<file path="src/rtl/mips_pkg.sv">
// Shared MIPS definitions: ALU control codes,
// MDU operation encodings and the MDU state enum.
package mips_pkg;

    localparam logic [2:0] ALU_AND  = 3'd0;
    localparam logic [2:0] ALU_OR   = 3'd1;
    localparam logic [2:0] ALU_ADD  = 3'd2;
    localparam logic [2:0] ALU_ANDN = 3'd4;
    localparam logic [2:0] ALU_ORN  = 3'd5;
    localparam logic [2:0] ALU_SUB  = 3'd6;
    localparam logic [2:0] ALU_SLT  = 3'd7;

    localparam logic [1:0] MDU_MULTU = 2'd0;
    localparam logic [1:0] MDU_DIVU  = 2'd1;
    localparam logic [1:0] MDU_MTHI  = 2'd2;
    localparam logic [1:0] MDU_MTLO  = 2'd3;

    typedef enum logic [1:0] {
        IDLE,
        RUN,
        DONE
    } mdu_state_t;

endpackage

</file>
<file path="src/rtl/alu.sv">
// Team ALU, SIZE+1 bits wide. Bit 2 of the control
// inverts b and supplies the carry-in for subtract.
module alu #(
    parameter int SIZE = 32
) (
    input  logic [SIZE:0] a,
    input  logic [SIZE:0] b,
    input  logic [2:0]    alu_control,
    output logic [SIZE:0] result
);

    logic [SIZE:0] bb;
    logic [SIZE:0] sum;

    // Operand conditioning and the shared adder.
    always_comb begin
        bb  = alu_control[2] ? ~b : b;
        sum = a + bb + {{SIZE{1'b0}}, alu_control[2]};
    end

    // Function select on the low control bits.
    always_comb begin
        result = '0;
        unique case (alu_control[1:0])
            2'b00: result = a & bb;
            2'b01: result = a | bb;
            2'b10: result = sum;
            2'b11: result = {{SIZE{1'b0}}, sum[SIZE]};
            default: result = '0;
        endcase
    end

endmodule

</file>
<file path="src/rtl/mdu_ctrl.sv">
// Iterative MULTU/DIVU sequencer owning HI/LO.
// One add/sub step per RUN cycle through a private ALU.
module mdu_ctrl #(
    parameter int WIDTH = 32
) (
    input  logic             clk,
    input  logic             reset,
    input  logic             start,
    input  logic [1:0]       op,
    input  logic [WIDTH-1:0] a,
    input  logic [WIDTH-1:0] b,
    input  logic             rd_hilo,
    output logic             busy,
    output logic             done,
    output logic             stall,
    output logic [WIDTH-1:0] hi,
    output logic [WIDTH-1:0] lo
);

    import mips_pkg::*;

    localparam int CW = $clog2(WIDTH);

    mdu_state_t state;
    mdu_state_t state_next;

    logic [CW-1:0]    count;
    logic             is_div;
    logic [WIDTH-1:0] acc;
    logic [WIDTH-1:0] mq;
    logic [WIDTH-1:0] opnd;

    logic load;
    logic mthi;
    logic mtlo;
    logic step;
    logic finish;
    logic last;

    logic [WIDTH:0]   alu_a;
    logic [WIDTH:0]   alu_b;
    logic [2:0]       alu_ctl;
    logic [WIDTH:0]   alu_y;
    logic [WIDTH:0]   shifted;
    logic [WIDTH:0]   sum;
    logic [WIDTH-1:0] acc_next;
    logic [WIDTH-1:0] mq_next;

    assign last  = (count == CW'(WIDTH - 1));
    assign stall = rd_hilo & busy;

    // State register with registered busy/done flags.
    always_ff @(posedge clk) begin
        if (reset) begin
            state <= IDLE;
            busy  <= 1'b0;
            done  <= 1'b0;
        end else begin
            state <= state_next;
            busy  <= (state_next == RUN);
            done  <= (state_next == DONE);
        end
    end

    // Next state and datapath control strobes.
    always_comb begin
        state_next = state;
        load       = 1'b0;
        mthi       = 1'b0;
        mtlo       = 1'b0;
        step       = 1'b0;
        finish     = 1'b0;
        unique case (state)
            IDLE, DONE: begin
                state_next = IDLE;
                if (start) begin
                    unique case (op)
                        MDU_MULTU, MDU_DIVU: begin
                            state_next = RUN;
                            load       = 1'b1;
                        end
                        MDU_MTHI: mthi = 1'b1;
                        MDU_MTLO: mtlo = 1'b1;
                        default: ;
                    endcase
                end
            end
            RUN: begin
                step = 1'b1;
                if (last) begin
                    state_next = DONE;
                    finish     = 1'b1;
                end
            end
            default: state_next = IDLE;
        endcase
    end

    // ALU operand select: add for MULTU, sub for DIVU.
    always_comb begin
        shifted = {acc, mq[WIDTH-1]};
        alu_a   = {1'b0, acc};
        alu_b   = {1'b0, opnd};
        alu_ctl = ALU_ADD;
        if (is_div) begin
            alu_a   = shifted;
            alu_ctl = ALU_SUB;
        end
    end

    alu #(
        .SIZE(WIDTH)
    ) u_alu (
        .a           (alu_a),
        .b           (alu_b),
        .alu_control (alu_ctl),
        .result      (alu_y)
    );

    // One shift-add or restoring-divide step.
    always_comb begin
        sum      = '0;
        acc_next = acc;
        mq_next  = mq;
        if (is_div) begin
            mq_next  = {mq[WIDTH-2:0], ~alu_y[WIDTH]};
            acc_next = alu_y[WIDTH] ? shifted[WIDTH-1:0]
                                    : alu_y[WIDTH-1:0];
        end else begin
            sum      = mq[0] ? alu_y : {1'b0, acc};
            acc_next = sum[WIDTH:1];
            mq_next  = {sum[0], mq[WIDTH-1:1]};
        end
    end

    // Working registers and step counter.
    always_ff @(posedge clk) begin
        if (reset) begin
            count  <= '0;
            is_div <= 1'b0;
            acc    <= '0;
            mq     <= '0;
            opnd   <= '0;
        end else if (load) begin
            count  <= '0;
            is_div <= (op == MDU_DIVU);
            acc    <= '0;
            mq     <= (op == MDU_DIVU) ? a : b;
            opnd   <= (op == MDU_DIVU) ? b : a;
        end else if (step) begin
            acc <= acc_next;
            mq  <= mq_next;
            if (!last) begin
                count <= count + CW'(1);
            end
        end
    end

    // HI/LO: written by MTHI/MTLO or on the final step.
    always_ff @(posedge clk) begin
        if (reset) begin
            hi <= '0;
            lo <= '0;
        end else if (mthi) begin
            hi <= a;
        end else if (mtlo) begin
            lo <= a;
        end else if (finish) begin
            hi <= acc_next;
            lo <= mq_next;
        end
    end

endmodule

</file>
<file path="config.mk">
export PLATFORM = sky130hd
export DESIGN_NAME = mdu_ctrl
export DESIGN_NICKNAME = d
export VERILOG_FILES = /design/src/rtl/mips_pkg.sv /design/src/rtl/alu.sv /design/src/rtl/mdu_ctrl.sv
export SDC_FILE = /design/constraint.sdc
export NUM_CORES = 1
export LEC_CHECK = 0
export BUFFER_PORTS_ARGS = -buffer_cell sky130_fd_sc_hd__buf_2
export CORE_MARGIN = 2
export CORE_UTILIZATION = 54
export DETAILED_ROUTE_END_ITERATION = 7
export GPL_TIMING_DRIVEN = 0
export PLACE_DENSITY = 0.77
export SYNTH_ARGS = -nofsm -noshare
export SYNTH_HDL_FRONTEND = slang
export SYNTH_SLANG_ARGS = --single-unit
export TNS_END_PERCENT = 50
</file>
<file path="constraint.sdc">
create_clock -name clk -period 4.65 [get_ports clk]
set_clock_uncertainty 0.1 [all_clocks]
set_input_delay 0.2325 -clock clk [delete_from_list [all_inputs] [get_ports clk]]
set_output_delay 0.2325 -clock clk [all_outputs]
set_load 0.05 [all_outputs]
</file>
==> run_results.csv <==
group,metric,value,unit
logic_synthesis,synth_adder_area_share,3.87,%
cells_and_area,final_cell_area,0.0133,sq mm
worst_setup_path,crit_type,"flop to flop",
grt,track_usage,37.3,%
worst_setup_path,cp-start-kind,"flop",
placement,place_congestion,0.985,
clock_tree,path_clk_slew,0.07,ns
timing,setup-violations-final,0,
logic_synthesis,synth_compound_area_share,28.7,%
clock_tree,cts_tree,"yes",
drt,drt_iter0_drc,1250,
run,max_cap_viol_count,0,
cells_and_area,multi_input_area,0.00741,sq mm
timing,final.min_clock_period,4.53,ns
grt,grt_start_max_net_pins,17,
clock_tree,clk_latency,0.44,ns
logic_synthesis,synth_top_family_by_area,"compound AO/OA/AOI/OAI gates",
logic_synthesis,yosysTopAreaCell,"dfxtp_1",
logic_synthesis,synth_top_area_share,30.5,%
worst_setup_path,required,4.88,ns
cells_and_area,final_common_cell,"nand2_1",
clock_tree,htreeDepth,4,
logic_synthesis,synth_cell_types,77,
worst_setup_path,cp-end-kind,"flop",
placement,dp_hpwl,32000,um
worst_setup_path,crit_chain,"clkbuf_4 -> clkbuf_4 -> buf_4 -> o21ai_1 -> fa_1 -> a21o_1 -> a221oi_4 -> o31ai_4 -> a211o_1 -> nand4_1 -> nand3_4 -> buf_4 -> mux2i_1 -> a211oi_2 -> o221a_2",
worst_setup_path,crit_arrival,4.75,ns
timing,hold_slack,-0.00224,ns
worst_setup_path,crit_fanout,10,
placement,place_area,0.0122,sq mm
logic_synthesis,ys_seq_area_share,30.5,%
timing,rsz0062_at_grt,"no",
clock_tree,cts_buffers,17,
worst_setup_path,r2r_start,"is_div$_SDFFE_PP0P_",
pwr,total_power,3.93,mW
cells_and_area,final_nets,1684,
drt,viasPerCell,6.48,
floorplanning,ios,137,
drt,antenna_left,0,
logic_synthesis,synth_seq_cells,170,
clock_tree,cts_root_buffer,"clkbuf_16",
floorplanning,core,0.0203,sq mm
logic_synthesis,yosys_warnings,0,
logic_synthesis,synthArstFlopShare,0,%
drt,drtPass1Iterations,6,
cells_and_area,fill_cells,1775,
timing,slew_viol_final,0,
worst_hold_path,hold_class,"input pin to flop",
timing,hold_violations,1,
logic_synthesis,synth_area,0.0112,sq mm
logic_synthesis,synthSimpleGateAreaFrac,16.9,%
timing,worstMarginPinSlew,0.954,ns
floorplanning,die_width,148,um
logic_synthesis,ys_top_cells_by_area,"dfxtp_1, nand2_1, a21oi_1, mux2i_1, a211oi_1",
placement,io_buffers,134,
worst_setup_path,crit_slowest_cell,"fa_1",
worst_setup_path,setup.worst_path.start,"is_div$_SDFFE_PP0P_",
logic_synthesis,synth_edf_count,0,
floorplanning,die_h,148,um
worst_setup_path,max_stage_delay,0.48,ns
logic_synthesis,ys.flop_type,"dfxtp_1",
status,violations,"hold timing",
logic_synthesis,syn_area_per_cell,7.96,sq um
drt,routed_wirelength,41600,um
cells_and_area,final_layout_size_suffix_gt1_share,17.5,%
grt,grt_overflow,0,
status,status,"finished, violations left",
drt,vias,12073,
pwr,leakagePower,5.09,nW
drt,wl_per_cell,22.3,um
floorplanning,rows,52,
grt,antenna_found_initial,0,
drt,drc,0,
clock_tree,clock_sinks,170,
grt,grt_pass1_vias,11510,
logic_synthesis,netlist_instances,1404,
timing,slew-limit-headroom,36.1,%
cells_and_area,area_delta_synth_final,18.7,%
worst_hold_path,hp-start,"a[10]",
clock_tree,clockBufferDepth,2,
pwr,pwr_density_cell,297,mW/mm^2
timing,period_share,97.3,%
cells_and_area,antenna_cells,0,
cells_and_area,final_cell_mix,"nand2_1, dfxtp_1, buf_2",
floorplanning,die_area,0.0219,sq mm
floorplanning,start_util,55.0,%
logic_synthesis,syn-num-nets,1508,
timing,timing.fmax,221,MHz
grt,grt_first_pass_wirelength,64200,um
logic_synthesis,synth-xor-area-share,4.94,%
logic_synthesis,synthMuxAreaShare,10.3,%
cells_and_area,seqCellArea,0.00340,sq mm
pwr,peakVddDrop,0.244,mV
[kinds of logic after synthesis]
kind of cell / after synthesis
AOI/OAI and AO/OA: 469
and+or+nand+nor: 420
DFF: 170
buffers and inverters: 138
muxes: 110
xor gates and xnor gates: 63
adders and majority gates: 34
[timing repair]
action	CTS	global route
hold buffers	22	0
resized for setup	36	29
setup buffers	1	9
endpoints found under the setup margin	66	58
endpoints found under the hold margin	23	0
pin swaps	1	4
[power by group]
group	switching [mW]	leakage (nW)	internal [mW]
combinational	0.610	3.43	0.304
sequential	0.0645	1.39	1.53
clock	0.657	0.273	0.766
[Yosys cell counts (all sizes together), types with 6 or more instances]
master	number
a211o	7
a211oi	75
a21o	9
a21oi	142
a31oi	20
and3	7
and4	6
buf	20
clkbuf	106
dfxtp	170
ha	33
inv	11
mux2	39
mux2i	71
nand2	200
nand2b	7
nand3	24
nand4	27
nor2	98
nor2b	19
nor3	13
nor4	6
o211ai	73
o21a	6
o21ai	38
o221ai	31
o31ai	17
xnor2	14
xor2	49
[through the flow]
step                setup WS, ns  utilization [%]  std cells  TNS [ns]
floorplan                  0.161                -       1404         0
global placement           -1.32             60.0       1808    -68.16
detailed placement         -1.33             60.0       1808    -69.32
CTS                       0.0374             64.4       1861         0
global route              0.0153             65.3       1863         0
finish                     0.124             65.3       1863         0
[metal layers]
| metal | vias up | global-route usage, % | wire (um) |
|---|---|---|---|
| li1 | 5567 | - | - |
| met1 | 5693 | 49.8 | 17500 |
| met2 | 690 | 60.2 | 18800 |
| met3 | 123 | 7.04 | 3870 |
| met4 | 0 | 14.2 | 1460 |
| met5 | - | 0 | 0 |
[state kept, by name, indices dropped and copies added, names as in the netlist, 2 cells and up]
name,count
acc,32
count,5
hi,32
lo,32
mq,32
opnd,32
state,2
[worst max-delay path, delay by kind of cell (launching register included)]
kind | cells | cell delay (ns)
AO/OA/AOI/OAI | 7 | 1.75
adder cells (fa/ha/maj) | 1 | 0.48
buffers and inverters | 4 | 0.98
flip-flops | 1 | 0.42
multiplexers | 1 | 0.26
AND/OR/NAND/NOR | 2 | 0.41
[cell type report]
| cell class | count | area share, % |
|---|---|---|
| clock inverters | 13 | 1.01 |
| well taps | 270 | 2.55 |
| multi-input cells | 1096 | 55.9 |
| repair buffers | 166 | 7.38 |
| plain buffers | 117 | 3.81 |
| flip-flops and latches | 170 | 25.7 |
| clock buffers | 19 | 3.34 |
| inverters | 12 | 0.340 |
[final timing paths]
| check | endpoint | slack, ns | depth (start not counted) |
|---|---|---|---|
| worst min-delay path | lo[10]$_SDFFE_PP0P_ | -0.002 | 3 |
| worst max register to register | hi[17]$_SDFFE_PP0P_ | 0.12 | 15 |
| worst min register to register | acc[1]$_SDFFE_PP0P_ | 0.39 | 2 |
| worst max-delay path | hi[17]$_SDFFE_PP0P_ | 0.12 | 15 |
No activity file was read; power rests on OpenSTA's default activity.
